===== config.mk =====
export PLATFORM = sky130hd
export DESIGN_NAME = alu_seq
export DESIGN_NICKNAME = d
export VERILOG_FILES = /design/src/rtl/alu_seq.sv
export SDC_FILE = /design/constraint.sdc
export NUM_CORES = 1
export LEC_CHECK = 0
export CORE_MARGIN = 5
export CORE_UTILIZATION = 40
export CTS_CLUSTER_SIZE = 10
export DETAILED_ROUTE_END_ITERATION = 12
export PLACE_DENSITY = 0.76
export SLEW_MARGIN = 20
export SYNTH_ARGS = -nofsm -noshare
export SYNTH_HDL_FRONTEND = slang
export SYNTH_SLANG_ARGS = --single-unit

===== constraint.sdc =====
create_clock -name clk -period 1.55 [get_ports clk]
set_input_delay 0.2325 -clock clk [delete_from_list [all_inputs] [get_ports clk]]
set_output_delay 0.2325 -clock clk [all_outputs]
set_load 0.01 [all_outputs]

===== src/rtl/alu_seq.sv =====
// Sequential front-end for an external 8-bit combinational ALU: accepts op/imm,
// holds ALU inputs for SETTLE cycles, captures r/c/v. Saturation via ALU_SEQ_SAT_EN.
module alu_seq #(
  parameter int W      = 8,
  parameter int SETTLE = 1
) (
  input  logic         clk,
  input  logic         rst,
  input  logic         in_valid,
  output logic         in_ready,
  input  logic [3:0]   in_op,
  input  logic [W-1:0] in_imm,
  output logic [W-1:0] alu_a,
  output logic [W-1:0] alu_b,
  output logic [3:0]   alu_s,
  input  logic [W-1:0] alu_r,
  input  logic         alu_c,
  input  logic         alu_v,
  output logic         out_valid,
  input  logic         out_ready,
  output logic [W-1:0] acc,
  output logic         flag_z,
  output logic         flag_c,
  output logic         flag_v,
  output logic         out_err
);

  localparam logic [3:0] OP_LOAD  = 4'b0000;
  localparam logic [3:0] OP_CLEAR = 4'b0001;
  localparam logic [3:0] OP_XFER  = 4'b1000;
  localparam logic [3:0] OP_SUB   = 4'b1001;
  localparam logic [3:0] OP_ADD   = 4'b1010;

  typedef enum logic [1:0] {IDLE, ISSUE, CAPTURE, RESP} state_t;

  state_t       state, state_nxt;
  logic [2:0]   cnt;
  logic         op_alu;
  logic [W-1:0] cap_val;

  // ALU opcodes occupy the contiguous range 0111..1110
  assign op_alu = (in_op >= 4'b0111) && (in_op != 4'b1111);

`ifdef ALU_SEQ_SAT_EN
  always_comb begin
    cap_val = alu_r;
    if (alu_c && alu_s == OP_ADD)      cap_val = '1;
    else if (alu_c && alu_s == OP_SUB) cap_val = '0;
  end
`else
  assign cap_val = alu_r;
`endif

  always_ff @(posedge clk) begin
    if (rst) state <= IDLE;
    else     state <= state_nxt;
  end

  always_comb begin
    state_nxt = state;
    in_ready  = 1'b0;
    out_valid = 1'b0;
    case (state)
      IDLE: begin
        in_ready = 1'b1;
        if (in_valid) state_nxt = op_alu ? ISSUE : RESP;
      end
      ISSUE:   if (cnt == 3'd0) state_nxt = CAPTURE;
      CAPTURE: state_nxt = RESP;
      RESP: begin
        out_valid = 1'b1;
        if (out_ready) state_nxt = IDLE;
      end
      default: state_nxt = IDLE;
    endcase
  end

  always_ff @(posedge clk) begin
    if (rst) begin
      acc     <= '0;
      flag_z  <= 1'b0;
      flag_c  <= 1'b0;
      flag_v  <= 1'b0;
      out_err <= 1'b0;
      alu_a   <= '0;
      alu_b   <= '0;
      alu_s   <= OP_XFER;
      cnt     <= '0;
    end else begin
      case (state)
        IDLE: if (in_valid) begin
          if (op_alu) begin
            alu_a <= acc;
            alu_b <= in_imm;
            alu_s <= in_op;
            cnt   <= 3'(SETTLE - 1);
          end else if (in_op == OP_LOAD || in_op == OP_CLEAR) begin
            acc     <= (in_op == OP_LOAD) ? in_imm : '0;
            flag_z  <= (in_op == OP_LOAD) ? (in_imm == '0) : 1'b1;
            flag_c  <= 1'b0;
            flag_v  <= 1'b0;
            out_err <= 1'b0;
          end else begin
            // illegal opcode: state preserved, only the error bit reports
            out_err <= 1'b1;
          end
        end
        ISSUE: if (cnt != 3'd0) cnt <= cnt - 3'd1;
        CAPTURE: begin
          acc     <= cap_val;
          flag_z  <= (cap_val == '0);
          flag_c  <= alu_c;
          flag_v  <= alu_v;
          out_err <= 1'b0;
        end
        default: ;
      endcase
    end
  end

endmodule


==> flow_summary.json <==
{
  "post_synth_main_area_contributors": "dfxtp_1 42%, nand2_1 9.4%, a21oi_1 6.6%, ha_1 4.3%, nor2_1 3.4%",
  "fillers": 321,
  "ys_ff_latch": 37,
  "synth_xor_xnor_area_share_pct": 0.501,
  "synth_compound_area_share_pct": 18.6,
  "worst_hold_path_type": "flop to flop",
  "syn_area_um2": 1750,
  "synth_top_family_by_area": "simple AND/OR/NAND/NOR gates",
  "synth-simple-area-share_pct": 25.1,
  "overflow": 0,
  "die_h_um": 76.1,
  "cp.required_ns": 1.73,
  "yosysTopAreaCell": "dfxtp_1",
  "crit_cells": 7,
  "cts_buffer_depth": 2,
  "path_max_fanout": 6,
  "crit_arrival_ns": 1.76,
  "dp_cells": 347,
  "synth_top_area_share_pct": 42.4,
  "slowest_stage": "dfxtp_4",
  "dr.pass1.iters": 4,
  "syn_area_per_cell_um2": 8.02,
  "max_freq_mhz": 635,
  "clk_latency_ns": 0.29,
  "coreArea_um2": 4290,
  "final_common_cell": "clkdlybuf4s50_1",
  "worst-path-buf-inv": 2,
  "synth_fa_ha_area_share_pct": 4.29,
  "powerDensity_nw_per_um2": 1510,
  "slowest_delay_ns": 0.38,
  "row_count": 24,
  "synth_edf_count": 0,
  "h-tree-depth": 2,
  "crit_path_start": "state[1]",
  "layout.nets": 345,
  "cts_tree": "built",
  "yosys_most_used_dff": "dfxtp_1",
  "cts-hold-fix-buffers": 0,
  "drtIter0Drc": 72,
  "violations": "negative setup slack",
  "final_layout_size_suffix_gt1_share_pct": 32.5,
  "vdd_ir_drop_max_mv": 0.816,
  "seq_area_frac_synth_pct": 42.4,
  "hold_violations": 0,
  "status": "finished with violations",
  "reg2reg_to": "alu_s[1]",
  "crit_end": "alu_s[1]",
  "r2r_start": "state[1]",
  "final.setup.tns_ns": -0.0766,
  "ios": 60,
  "end_kind": "flop",
  "diodes": 0,
  "drc_errors": 0,
  "crit_type": "flop to flop",
  "vias": 1969,
  "synthCells": 218,
  "crit_path_cell_trace": "inv_4 -> ha_4 -> and3b_2 -> mux2_4 -> clkbuf_16 -> nand2_2 -> a21oi_1",
  "muxShareOfSynthArea_pct": 2.51,
  "drv_slew": 0,
  "rsz0062_at_grt": "true",
  "maxCapViolCount": 0,
  "relSlewSlack_pct": 72.6,
  "globalplace.congestion": 0.776,
  "multi_input_comb_area_um2": 1070,
  "start_kind": "flop",
  "ys.warnings.count": 0,
  "clockRootBuffer": "clkbuf_8",
  "track_usage_pct": 17.1,
  "finalWirelength_mm": 5.67,
  "avgViaCountPerCell": 5.38,
  "initial_core_util_pct": 40.7,
  "post-route-period-util_pct": 102,
  "clkTransAtPathRegs_ns": 0.08,
  "leakage_nw": 1.20,
  "first_global_vias": 1829,
  "syn_to_final_growth_pct": 74.3,
  "rrSetupSlack_ns": -0.02,
  "crit_family": "flip-flops",
  "antenna_found_initial": 0,
  "numCtsBuffers": 5,
  "port_buffers": 59,
  "worst_pin_slew_ns": 0.411,
  "die_w_um": 76.1,
  "clock_sinks": 37,
  "fin_crit_ns": 1.57,
  "skew_ns": 0.00751,
  "final_antenna_net_count": 0,
  "yosysUniqueCellTypes": 39,
  "stdcell_count": 366,
  "die_area_um2": 5790,
  "async_flop_share_pct": 0,
  "regArea_um2": 748,
  "rr_worst_depth": 7,
  "layout_common_cells": "56 x clkdlybuf4s50_1, 33 x dfxtp_1, 31 x buf_4",
  "grt_start_max_net_pins": 29,
  "setup_slack_ns": -0.0247,
  "dp_hpwl_mm": 3.75,
  "syn-num-nets": 250,
  "avgRoutedWirePerCell_um": 15.5,
  "grt_pass1_wl_mm": 8.38,
  "setup_viol": 8
}
cells in the mapped netlist (all sizes together) (3+ instances only):
cell,count
nand2,44
a221oi,6
a211oi,3
o21ai,6
nor2,16
nand3,11
a31oi,3
nor3,10
nand2b,3
ha,6
buf,10
dfxtp,37
clkbuf,5
a21oi,23
inv,10
logic make-up after synthesis:
kind of cell    after synthesis
simple gates                 95
compound gates               51
buf+inv                      25
xor+xnor                      1
mux                           3
fa+ha+maj                     6
flops                        37
worst reg2reg max path: stages (launching register included):
cell	delay (ns)
dfxtp_4	0.38
inv_4	0.04
ha_4	0.17
and3b_2	0.22
mux2_4	0.34
clkbuf_16	0.20
nand2_2	0.06
a21oi_1	0.05
metrics by stage:
| step | instance area [um^2] | worst slack (ns) | total power [mW] | utilization [%] | hold WS, ns |
|---|---|---|---|---|---|
| finish | 3050 | -0.0247 | 4.61 | 70.9 | 0.454 |
| global route | 3050 | -0.0698 | 4.87 | 70.9 | 0.474 |
| CTS | 2760 | 0.000612 | 4.26 | 64.4 | 0.458 |
| detailed placement | 2620 | -0.376 | 3.37 | 61.0 | 0.447 |
| global placement | 2620 | -0.293 | 3.32 | 61.0 | 0.441 |
| floorplan | 1780 | -0.0574 | 2.43 | - | 0.368 |
report_power, final:
part	switching, mW	internal (mW)
sequential	0.172	1.16
combinational	1.16	1.27
clock	0.368	0.482
total	1.70	2.91
state kept, by name, indices dropped and copies added (netlist names):
name and cells:
flag_z 1, acc 8, cnt 3, out_err 1, alu_b 8, flag_v 1, alu_a 8, flag_c 1
alu_s 4, state 2
per-layer routing:
layer / global-route usage [%] / part of all wire, % / routed length [um]
met1: 21.4 / 42 / 2380
met2: 28.8 / 50 / 2860
met3: 5.08 / 6.3 / 358
met4: 4.37 / 1.1 / 65
met5: 0 / 0 / 0
final cells by class:
class,instances,share of cell area (%)
inverter,10,1.31
clock buffer,5,2.26
tap,52,2.14
multi-input combinational,156,35.3
clock inverter,3,1.52
sequential,37,24.6
timing repair buffer,103,32.9
how the worst min path moves through the flow:
stage	startpoint	end	slack, ns	cells after the start
floorplan	in_imm[0]	alu_b[0]	0.37	2
global placement	alu_a[0]	alu_a[0]	0.44	2
detailed placement	alu_a[0]	alu_a[0]	0.45	2
CTS	alu_a[0]	alu_a[0]	0.46	2
global route	alu_a[0]	alu_a[0]	0.47	2
finish	alu_a[0]	alu_a[0]	0.45	2
repair_timing:
action / CTS / global route
hold endpoints to repair: 0 / 0
cloned: 0 / 4
setup endpoints to repair: 29 / 36
setup buffers: 2 / 5
resized for setup: 7 / 52
pin swaps: 2 / 11
Power figures use the tool's default switching activity.
